## src/rtl/countdown_timer.sv

```systemverilog
// Countdown timer (hh:mm:ss, up to 11:59:59) with load/start/pause control.
// All state, including every output, updates on the falling edge of clk.
module countdown_timer (
  input  logic       clk,
  input  logic       reset,
  input  logic       load,
  input  logic [3:0] i_hh,
  input  logic [5:0] i_mm,
  input  logic [5:0] i_ss,
  input  logic       start,
  input  logic       pause,
  input  logic       tick,
  output logic [3:0] hh,
  output logic [5:0] mm,
  output logic [5:0] ss,
  output logic       running,
  output logic       done,
  output logic       expired
);

  typedef enum logic [1:0] {
    IDLE   = 2'd0,
    RUN    = 2'd1,
    PAUSED = 2'd2,
    DONE   = 2'd3
  } state_t;

  state_t     state_reg, state_next;
  logic [3:0] hh_reg, hh_next;
  logic [5:0] mm_reg, mm_next;
  logic [5:0] ss_reg, ss_next;
  logic       running_reg, done_reg, expired_reg, expired_next;

  logic [3:0] load_hh;
  logic [5:0] load_mm, load_ss;
  logic [3:0] dec_hh;
  logic [5:0] dec_mm, dec_ss;
  logic       count_zero, count_one;

  // Out-of-range presets saturate to the largest legal value.
  assign load_hh = (i_hh > 4'd11)  ? 4'd11  : i_hh;
  assign load_mm = (i_mm > 6'd59)  ? 6'd59  : i_mm;
  assign load_ss = (i_ss > 6'd59)  ? 6'd59  : i_ss;

  assign count_zero = (hh_reg == 4'd0) && (mm_reg == 6'd0) && (ss_reg == 6'd0);
  assign count_one  = (hh_reg == 4'd0) && (mm_reg == 6'd0) && (ss_reg == 6'd1);

  // One-second decrement with borrow; 00:00:00 holds rather than wrapping.
  always_comb begin
    dec_hh = hh_reg;
    dec_mm = mm_reg;
    dec_ss = ss_reg;
    if (ss_reg != 6'd0) begin
      dec_ss = ss_reg - 6'd1;
    end else if (mm_reg != 6'd0) begin
      dec_ss = 6'd59;
      dec_mm = mm_reg - 6'd1;
    end else if (hh_reg != 4'd0) begin
      dec_ss = 6'd59;
      dec_mm = 6'd59;
      dec_hh = hh_reg - 4'd1;
    end
  end

  always_comb begin
    state_next   = state_reg;
    hh_next      = hh_reg;
    mm_next      = mm_reg;
    ss_next      = ss_reg;
    expired_next = 1'b0;
    if (load) begin
      state_next = IDLE;
      hh_next    = load_hh;
      mm_next    = load_mm;
      ss_next    = load_ss;
    end else begin
      case (state_reg)
        IDLE: begin
          if (start && !count_zero) state_next = RUN;
        end
        RUN: begin
          // A tick coinciding with pause is dropped.
          if (pause) begin
            state_next = PAUSED;
          end else if (tick) begin
            hh_next = dec_hh;
            mm_next = dec_mm;
            ss_next = dec_ss;
            if (count_one) begin
              state_next   = DONE;
              expired_next = 1'b1;
            end
          end
        end
        PAUSED: begin
          if (start && !pause) state_next = RUN;
        end
        DONE: begin
          state_next = DONE;
        end
        default: begin
          state_next = IDLE;
        end
      endcase
    end
  end

  always_ff @(negedge clk or negedge reset) begin
    if (!reset) begin
      state_reg   <= IDLE;
      hh_reg      <= 4'd0;
      mm_reg      <= 6'd0;
      ss_reg      <= 6'd0;
      running_reg <= 1'b0;
      done_reg    <= 1'b0;
      expired_reg <= 1'b0;
    end else begin
      state_reg   <= state_next;
      hh_reg      <= hh_next;
      mm_reg      <= mm_next;
      ss_reg      <= ss_next;
      running_reg <= (state_next == RUN);
      done_reg    <= (state_next == DONE);
      expired_reg <= expired_next;
    end
  end

  assign hh      = hh_reg;
  assign mm      = mm_reg;
  assign ss      = ss_reg;
  assign running = running_reg;
  assign done    = done_reg;
  assign expired = expired_reg;

endmodule
```

## config.mk

```make
export PLATFORM = sky130hd
export DESIGN_NAME = countdown_timer
export DESIGN_NICKNAME = d
export VERILOG_FILES = /design/src/rtl/countdown_timer.sv
export SDC_FILE = /design/constraint.sdc
export NUM_CORES = 1
export LEC_CHECK = 0
export ABC_AREA = 1
export BUFFER_PORTS_ARGS = -buffer_cell sky130_fd_sc_hd__buf_4
export CAP_MARGIN = 20
export CORE_UTILIZATION = 40
export CTS_CLUSTER_SIZE = 16
export DETAILED_ROUTE_END_ITERATION = 8
export SYNTH_ARGS = -nofsm -noshare
export SYNTH_HDL_FRONTEND = slang
export SYNTH_SLANG_ARGS = --single-unit
```

## constraint.sdc

```tcl
create_clock -name clk -period 1.9 [get_ports clk]
set_clock_uncertainty 0.1 [all_clocks]
set_input_delay 0.57 -clock clk [delete_from_list [all_inputs] [get_ports clk]]
set_output_delay 0.57 -clock clk [all_outputs]
set_load 0.005 [all_outputs]
```

# --- Yosys cells after proc, flatten, opt, wreduce, memory -nomap -nowiden ---
# Index checks and enable logic that the tools add are counted.
# Widths: inputs -> output; s select.
word_totals:
  reg_bits: 21
op_classes:
  reduce_logical: 22
  n_eq_ne: 9
  add_sub_neg: 3
  mux: 35
  magnitude_cmp: 3
op_table:
  columns: ["operator", "count"]
  rows:
  - ["$mux 6", 15]
  - ["$mux 4", 8]
  - ["$gt 6x6->1 const B", 2]
  - ["$logic_not 6->1", 2]
  - ["$mux 2", 6]
  - ["$reduce_bool 6->1", 2]
  - ["$sub 6x1->6 const B", 2]
  - ["$pmux 2 s4", 1]
  - ["$reduce_bool 4->1", 2]
  - ["$eq 2x2->1 const B", 3]
  - ["$eq 6x1->1 const B", 1]
  - ["$ne 2x2->1 const B", 3]
  - ["$reduce_and 6->1", 1]
  - ["$reduce_bool 2->1", 3]
  - ["$logic_and 1x1->1", 5]
  - ["$mux 1", 5]
  - ["$reduce_and 5->1", 1]
  - ["$eq 2x1->1 const B", 2]
  - ["$gt 4x4->1 const B", 1]
  - ["$logic_not 4->1", 1]
  - ["$reduce_and 4->1", 1]
  - ["$sub 4x1->4 const B", 1]
  - ["$reduce_bool 3->1", 1]
  - ["$logic_not 1->1", 2]
  - ["$logic_not 2->1", 1]

# --- Depth between registers and ports, before layout ---
# Gate-level depths: netlist (run 1).
depth:
  depth_word: 9
  depth_mapped: 9
  ltp_nobuf: 9

==> metrics.md, run 1 <==
| Metric | Value |
|---|---|
| Post-synthesis net count | about 200 |
| MaxCap Viol Count | 0 |
| Wirelength per Cell | about 13 um |
| Chip height | between 60 and 70 um |
| Hpwl dp | 2750 um |
| Critical Path Sink Type | output port |
| Clk pin slew, worst setup/hold paths | approximately 0.08 ns |
| R2r startpoint | ss[0] |
| CTS tree | built |
| Pre-antenna DRT Iters | 4 |
| Layout cells sized above 1 | 0.480 |
| Vias/cell | between 4 and 5 |
| Largest net degree at the start of global routing | 22 |
| Post-route setup slack | -0.606 ns |
| Synth-to-layout area growth | 58.6% |
| Max-Slew Margin vs Limit | 0.820 |
| P_sw | ~0.0010 W |
| Crit path kind | flop to output port |
| Max incr delay on CP | 0.48 ns |
| Slew Limit Fails | 0 |
| Worst Tran Pin Value | around 0.27 ns |
| Combinational power share | 0.637 |
| Synth Cell Area | approximately 0.0014 mm2 |
| Cell Rows | 21 |
| Critical path buffers and inverters | 1 |
| Ports | between 40 and 50 |
| Hold EP | hh[1] |
| Top-area cell type share of the netlist area | 0.373 |
| Initial core utilization | 0.419 |
| Final ANT Viol Nets | 0 |
| Count of final setup violators | 40 |
| Hold Startpoint | hh[1] |
| Worst-Skew Late Latency | between 0.2 and 0.3 ns |
| CTS max path bufs | 2 |
| R2R Path End | hh[3] |
| CP max FO | 2 |
| Top cells by area, synth | dfrtn_1 (37%), nand2_1 (9.8%), o21ai_0 (6.0%), ha_1 (5.3%), inv_1 (4.5%) |
| DP Worst Slack | -0.721 ns |
| First-pass GRT wire length | 6300 um |
| Failing checks | negative setup slack |
| Internal power | between 0.0015 and 0.002 W |
| Post-synth cell types | 31 |
| Arr. time, crit path | between 1.5 and 2 ns |
| PD cells | approximately 1100 mW/mm2 |
| N_diodes | 0 |
| Worst vdd ir | just under 0.0006 V |
| # hold bufs at CTS | 0 |
| H-tree levels | 1 |
| Startpoint Class | flop |
| # port buffers | 40 |
| CP cell instances | buf_6 |
| Clk pwr share | 0.084 |
| Core area | 0.00336 mm2 |
| Die X | 61.4 um |
| FF+latch count, synth | 21 |
| Clk root buf | clkbuf_4 |
| Hold depth | 2 |
| Flop pwr share | 0.280 |
| Total power | about 0.0025 W |
| Fillcell total | roughly 310 |
| Slowest cell on crit path | dfrtn_1 |
| Sequential area share after synthesis | 0.373 |
| RSZ-0062 raised after global routing | yes |
| Yosys top cell by area | dfrtn_1 |
| GR Overflow Total | 0 |
| Hold Path Class | flop to flop |
| Num Clock Sinks | 21 |
| Post-Route WL | approximately 4000 um |
| Die area | about 0.0038 mm2 |
| CP top delay family | flip-flops |
| Remaining DRCs | 0 |
| Nets@finish | between 200 and 300 |
| Syn Area/Cell | 8.10 um2 |
| Endpoints failing hold | 0 |
| Total number of vias | approximately 1500 |
| Syn Inst Count | about 170 |
| CP required | ~1.2 ns |
| Initial antenna violation count | 0 |
| R2R cell count | 10 |
| GP Congestion | approximately 0.86 |
| Status | finished with violations |
| Drt first-iter violations | 87 |
| All-Layer GR Usage | 0.230 |
| Vias in the first global route | 1450 |
| Pleak | 1.09 nW |
| Yosys warning total | 0 |
| CTS buffer count | 3 |
| Net switching share of the total power | 0.396 |
| R2R Setup Slk | -0.01 ns |
cell type report:
cell class | instances | area [um2] | share of cell area
well taps | 46 | 57.6 | 0.0257
inverters | 21 | 98.8 | 0.0442
multi-input cells | 131 | 891 | 0.398
repair inverters | 2 | 16.3 | 0.00727
flip-flops and latches | 21 | 526 | 0.235
clock buffers | 4 | 26.3 | 0.0118
repair buffers | 75 | 621 | 0.278
cell families after synthesis:
group                    after synthesis  synth area share
adder cells (fa/ha/maj)                6            0.0532
AO/OA/AOI/OAI                         38             0.170
XOR/XNOR                               8            0.0497
flip-flops                            21             0.373
AND/OR/NAND/NOR                       78             0.282
buffers and inverters                 23            0.0719
Yosys cell counts:
master and n:
nor4_1 1, nand3_2 4, o21ai_1 3, o21bai_1 1
inv_6 1, nand2_1 37, dfrtn_1 21, inv_4 1
xor2_1 1, buf_6 1, nand2_2 1, o21ai_0 17
o22ai_1 7, a21oi_4 1, nor2_2 2, inv_2 2
o21ai_2 3, nor2_1 14, nand3_1 10, nor2_4 2
nor2_8 1, ha_1 6, o21ai_4 1, a22oi_1 2
nand2_4 2, nand3b_1 1, clkbuf_1 1, xnor2_1 7
inv_1 17, nand4_1 3, a21oi_1 3
placed cells by master (no fill, tap or decap), types with 5 or more instances in the layout:
cell | synthesis | layout
nand3_1 | 10 | 7
nand3_2 | 4 | 5
dfrtn_1 | 21 | 21
ha_1 | 6 | 6
xnor2_1 | 7 | 7
o22ai_1 | 7 | 7
o21ai_1 | 3 | 10
buf_4 | 0 | 64
inv_1 | 17 | 14
nand2_1 | 37 | 31
o21ai_2 | 3 | 8
nand2_2 | 1 | 6
o21ai_0 | 17 | 5
nor2_1 | 14 | 12
buf_6 | 1 | 8
metrics by stage:
step,util,cells,area (um2),TNS (ns),hold slack (ns)
floorplan,-,174,1450,-11.92,0.363
global placement,0.584,282,1960,-16.04,0.441
detailed placement,0.584,282,1960,-16.57,0.449
CTS,0.636,296,2140,-15.97,0.441
global route,0.665,300,2240,-17.83,0.451
finish,0.665,300,2240,-16.23,0.422
tightest hold or removal path, cell delays in order (launching register included):
cell and delay (ns):
dfrtn_1 0.41, inv_1 0.07, o21ai_2 0.13
worst max-delay path by stage:
stage / start / to / slack, ns / depth (start not counted)
5_1_grt: mm[2] / mm[2] / -0.63 / 1
2_1_floorplan: load / mm[0] / -0.61 / 7
3_3_place_gp: load / mm[3] / -0.67 / 7
3_5_place_dp: load / mm[5] / -0.72 / 7
6_report: mm[1] / mm[1] / -0.61 / 1
4_1_cts: mm[1] / mm[1] / -0.60 / 1
power groups by stage:
stage / clock [W] / combinational (W) / sequential [W]
6_report: 0.000211 / 0.00161 / 0.000705
5_1_grt: 0.000247 / 0.00179 / 0.000725
4_1_cts: 0.000220 / 0.00148 / 0.000699
3_5_place_dp: 0 / 0.00137 / 0.000704
3_3_place_gp: 0 / 0.00135 / 0.000700
2_1_floorplan: 0 / 0.000682 / 0.000768
metal layers:
metal,up-vias,global-route usage,share of wire
li1,743,-,-
met5,-,0,0
met1,690,0.278,0.42
met2,45,0.405,0.52
met4,0,0.102,0.018
met3,8,0.0315,0.037
timing repair:
item,CTS,global route
gates cloned,3,0
resized for setup,28,20
hold endpoints to repair,0,0
pin swaps,22,15
setup endpoints to repair,39,39
buffers inserted,7,6
Power figures use the tool's default switching activity.
==> run 2, diff against run 1 <==
--- a/config.mk
+++ b/config.mk
@@ -11,6 +11,7 @@
 export CORE_UTILIZATION = 40
 export CTS_CLUSTER_SIZE = 16
 export DETAILED_ROUTE_END_ITERATION = 8
+export REMOVE_ABC_BUFFERS = 1
 export SYNTH_ARGS = -nofsm -noshare
 export SYNTH_HDL_FRONTEND = slang
 export SYNTH_SLANG_ARGS = --single-unit
==> run 2 against run 1 <==
The run still ends with negative setup slack left. Sequential cell count unchanged. Register-to-register slack got worse by 0.07 ns. Final cell count increased by 2.0%. Worst hold slack got worse by 0.0045 ns. Largest cell class unchanged.
==> metrics.md, run 2 (synthesized netlist as in run 1, its figures left out) <==
| Metric | Value |
|---|---|
| Nets@finish | 289 |
| Hold Path Class | flop to flop |
| Initial antenna violation count | 0 |
| Net switching share of the total power | 0.393 |
| Die X | about 61 um |
| Commonest non-fill, non-tap cells in the layout | buf_4 (69), nand2_1 (26), dfrtn_1 (21) |
| Layout cells sized above 1 | 0.535 |
| DP Worst Slack | -0.710 ns |
| Worst vdd ir | 0.000553 V |
| Remaining DRCs | 0 |
| Pre-antenna DRT Iters | 4 |
| Die area | 0.00377 mm2 |
| Critical path buffers and inverters | 1 |
| PD cells | roughly 1100 mW/mm2 |
| Worst Tran Pin Value | just under 0.3 ns |
| Internal power | 0.00156 W |
| Setup_tns | -16.43 ns |
| CP required | ~1.2 ns |
| Clk pwr share | 0.089 |
| Multi-input logic area | about 940 um2 |
| R2r startpoint | ss[1] |
| Worst-Skew Late Latency | 0.31 ns |
| CTS tree | built |
| Hold depth | 2 |
| Arr. time, crit path | between 1.5 and 2 ns |
| Num Clock Sinks | 21 |
| MaxCap Viol Count | 0 |
| Hold EP | hh[1] |
| CP top delay family | flip-flops |
| N_diodes | 0 |
| Final ANT Viol Nets | 0 |
| Placed Instances | 286 |
| Synth-to-layout area growth | 65.4% |
| H-tree levels | 1 |
| CTS max path bufs | 2 |
| Max-Slew Margin vs Limit | 0.807 |
| FF+latch area | approximately 530 um2 |
| CP cell instances | buf_4 |
| Count of final setup violators | 38 |
| Wirelength per Cell | 12.2 um |
| Chip height | slightly above 60 um |
| Hpwl dp | about 2700 um |
| Post-route setup slack | -0.585 ns |
| Core area | approximately 0.0034 mm2 |
| Post-Route WL | roughly 3700 um |
| Fillcell total | between 300 and 400 |
| Largest net degree at the start of global routing | 22 |
| GP Congestion | roughly 0.82 |
| # port buffers | 40 |
| WHS | 0.418 ns |
| CP max FO | 2 |
| Status | finished with violations |
| Pleak | 1.14 nW |
| Final Non-Filler Cells | 306 |
| R2R cell count | 11 |
| Vias/cell | 4.92 |
| R2R Setup Slk | -0.08 ns |
| Initial core utilization | 0.419 |
| Endpoints failing hold | 0 |
| Placed inst area | approximately 0.0020 mm2 |
| Max incr delay on CP | ~0.44 ns |
| Total number of vias | 1506 |
| Critical Path Source | ss[0] |
| R2R Path End | ss[1] |
| RSZ-0062 raised after global routing | yes |
| Design area | roughly 0.0023 mm2 |
| Slowest cell on crit path | dfrtn_1 |
| Clk pin slew, worst setup/hold paths | roughly 0.090 ns |
| GR Overflow Total | 0 |
| Drt first-iter violations | 68 |
| Flop pwr share | 0.268 |
| Slew Limit Fails | 0 |
| Crit path kind | flop to output port |
| All-Layer GR Usage | 0.209 |
| First-pass GRT wire length | roughly 5800 um |
| Startpoint Class | flop |
| Vias in the first global route | 1384 |
| Hold Startpoint | hh[1] |
| Cell Rows | 21 |
| P_sw | approximately 0.0010 W |
| Critical Path Sink Type | output port |
| Combinational power share | 0.642 |
| Commonest non-fill, non-tap cell in the layout | buf_4 |
| Clk root buf | clkbuf_4 |
| CTS buffer count | 3 |
| Failing checks | negative setup slack |
| Ports | between 40 and 50 |
-- run 2: per-stage QoR --
| step | power (W) | util |
|---|---|---|
| CTS | 0.00246 | 0.657 |
| global placement | 0.00201 | 0.587 |
| finish | 0.00256 | 0.693 |
| floorplan | 0.00143 | - |
| detailed placement | 0.00205 | 0.587 |
| global route | 0.00277 | 0.693 |
-- run 2: routing by layer --
layer | vias to the layer above | routed length [um] | track usage
met5 | - | 0 | 0
met4 | 0 | 47 | 0.0889
met3 | 7 | 181 | 0.0378
met2 | 38 | 1820 | 0.351
met1 | 704 | 1690 | 0.265
li1 | 757 | - | -
-- run 2: final cells by class --
cell class                 count  share of cell area
timing repair buffer          82               0.292
clock buffer                   4              0.0113
sequential                    21               0.225
inverter                      21              0.0424
multi-input combinational    131               0.402
timing repair inverter         1             0.00268
tap                           46              0.0247
-- run 2: tightest hold or removal path, delay by kind of cell, from the launching register on --
family                 cells  cell delay (ns)
AO/OA/AOI/OAI              1             0.13
buffers and inverters      1             0.07
flip-flops                 1             0.42
-- run 2: power groups by stage --
stage	logic [W]	registers (W)	clock network [W]
2_1_floorplan	0.000662	0.000768	0
6_report	0.00165	0.000687	0.000229
5_1_grt	0.00182	0.000705	0.000248
3_3_place_gp	0.00131	0.000692	0
4_1_cts	0.00154	0.000687	0.000229
3_5_place_dp	0.00135	0.000701	0
-- run 2: how the worst max path moves through the flow --
stage                     slack (ns)  depth (start not counted)    end
after global routing           -0.62                          1  ss[4]
after CTS                      -0.58                          1  ss[4]
after detailed placement       -0.71                          7  mm[3]
after global placement         -0.68                          7  mm[5]
after floorplan                -0.54                          6  mm[3]
final                          -0.59                          1  ss[0]
-- run 2: what timing repair did --
item | in CTS | in global routing
hold buffers | 0 | 0
setup buffers | 8 | 6
pin swaps | 21 | 13
endpoints found under the setup margin | 39 | 39
resized for setup | 43 | 25
cloned | 2 | 0
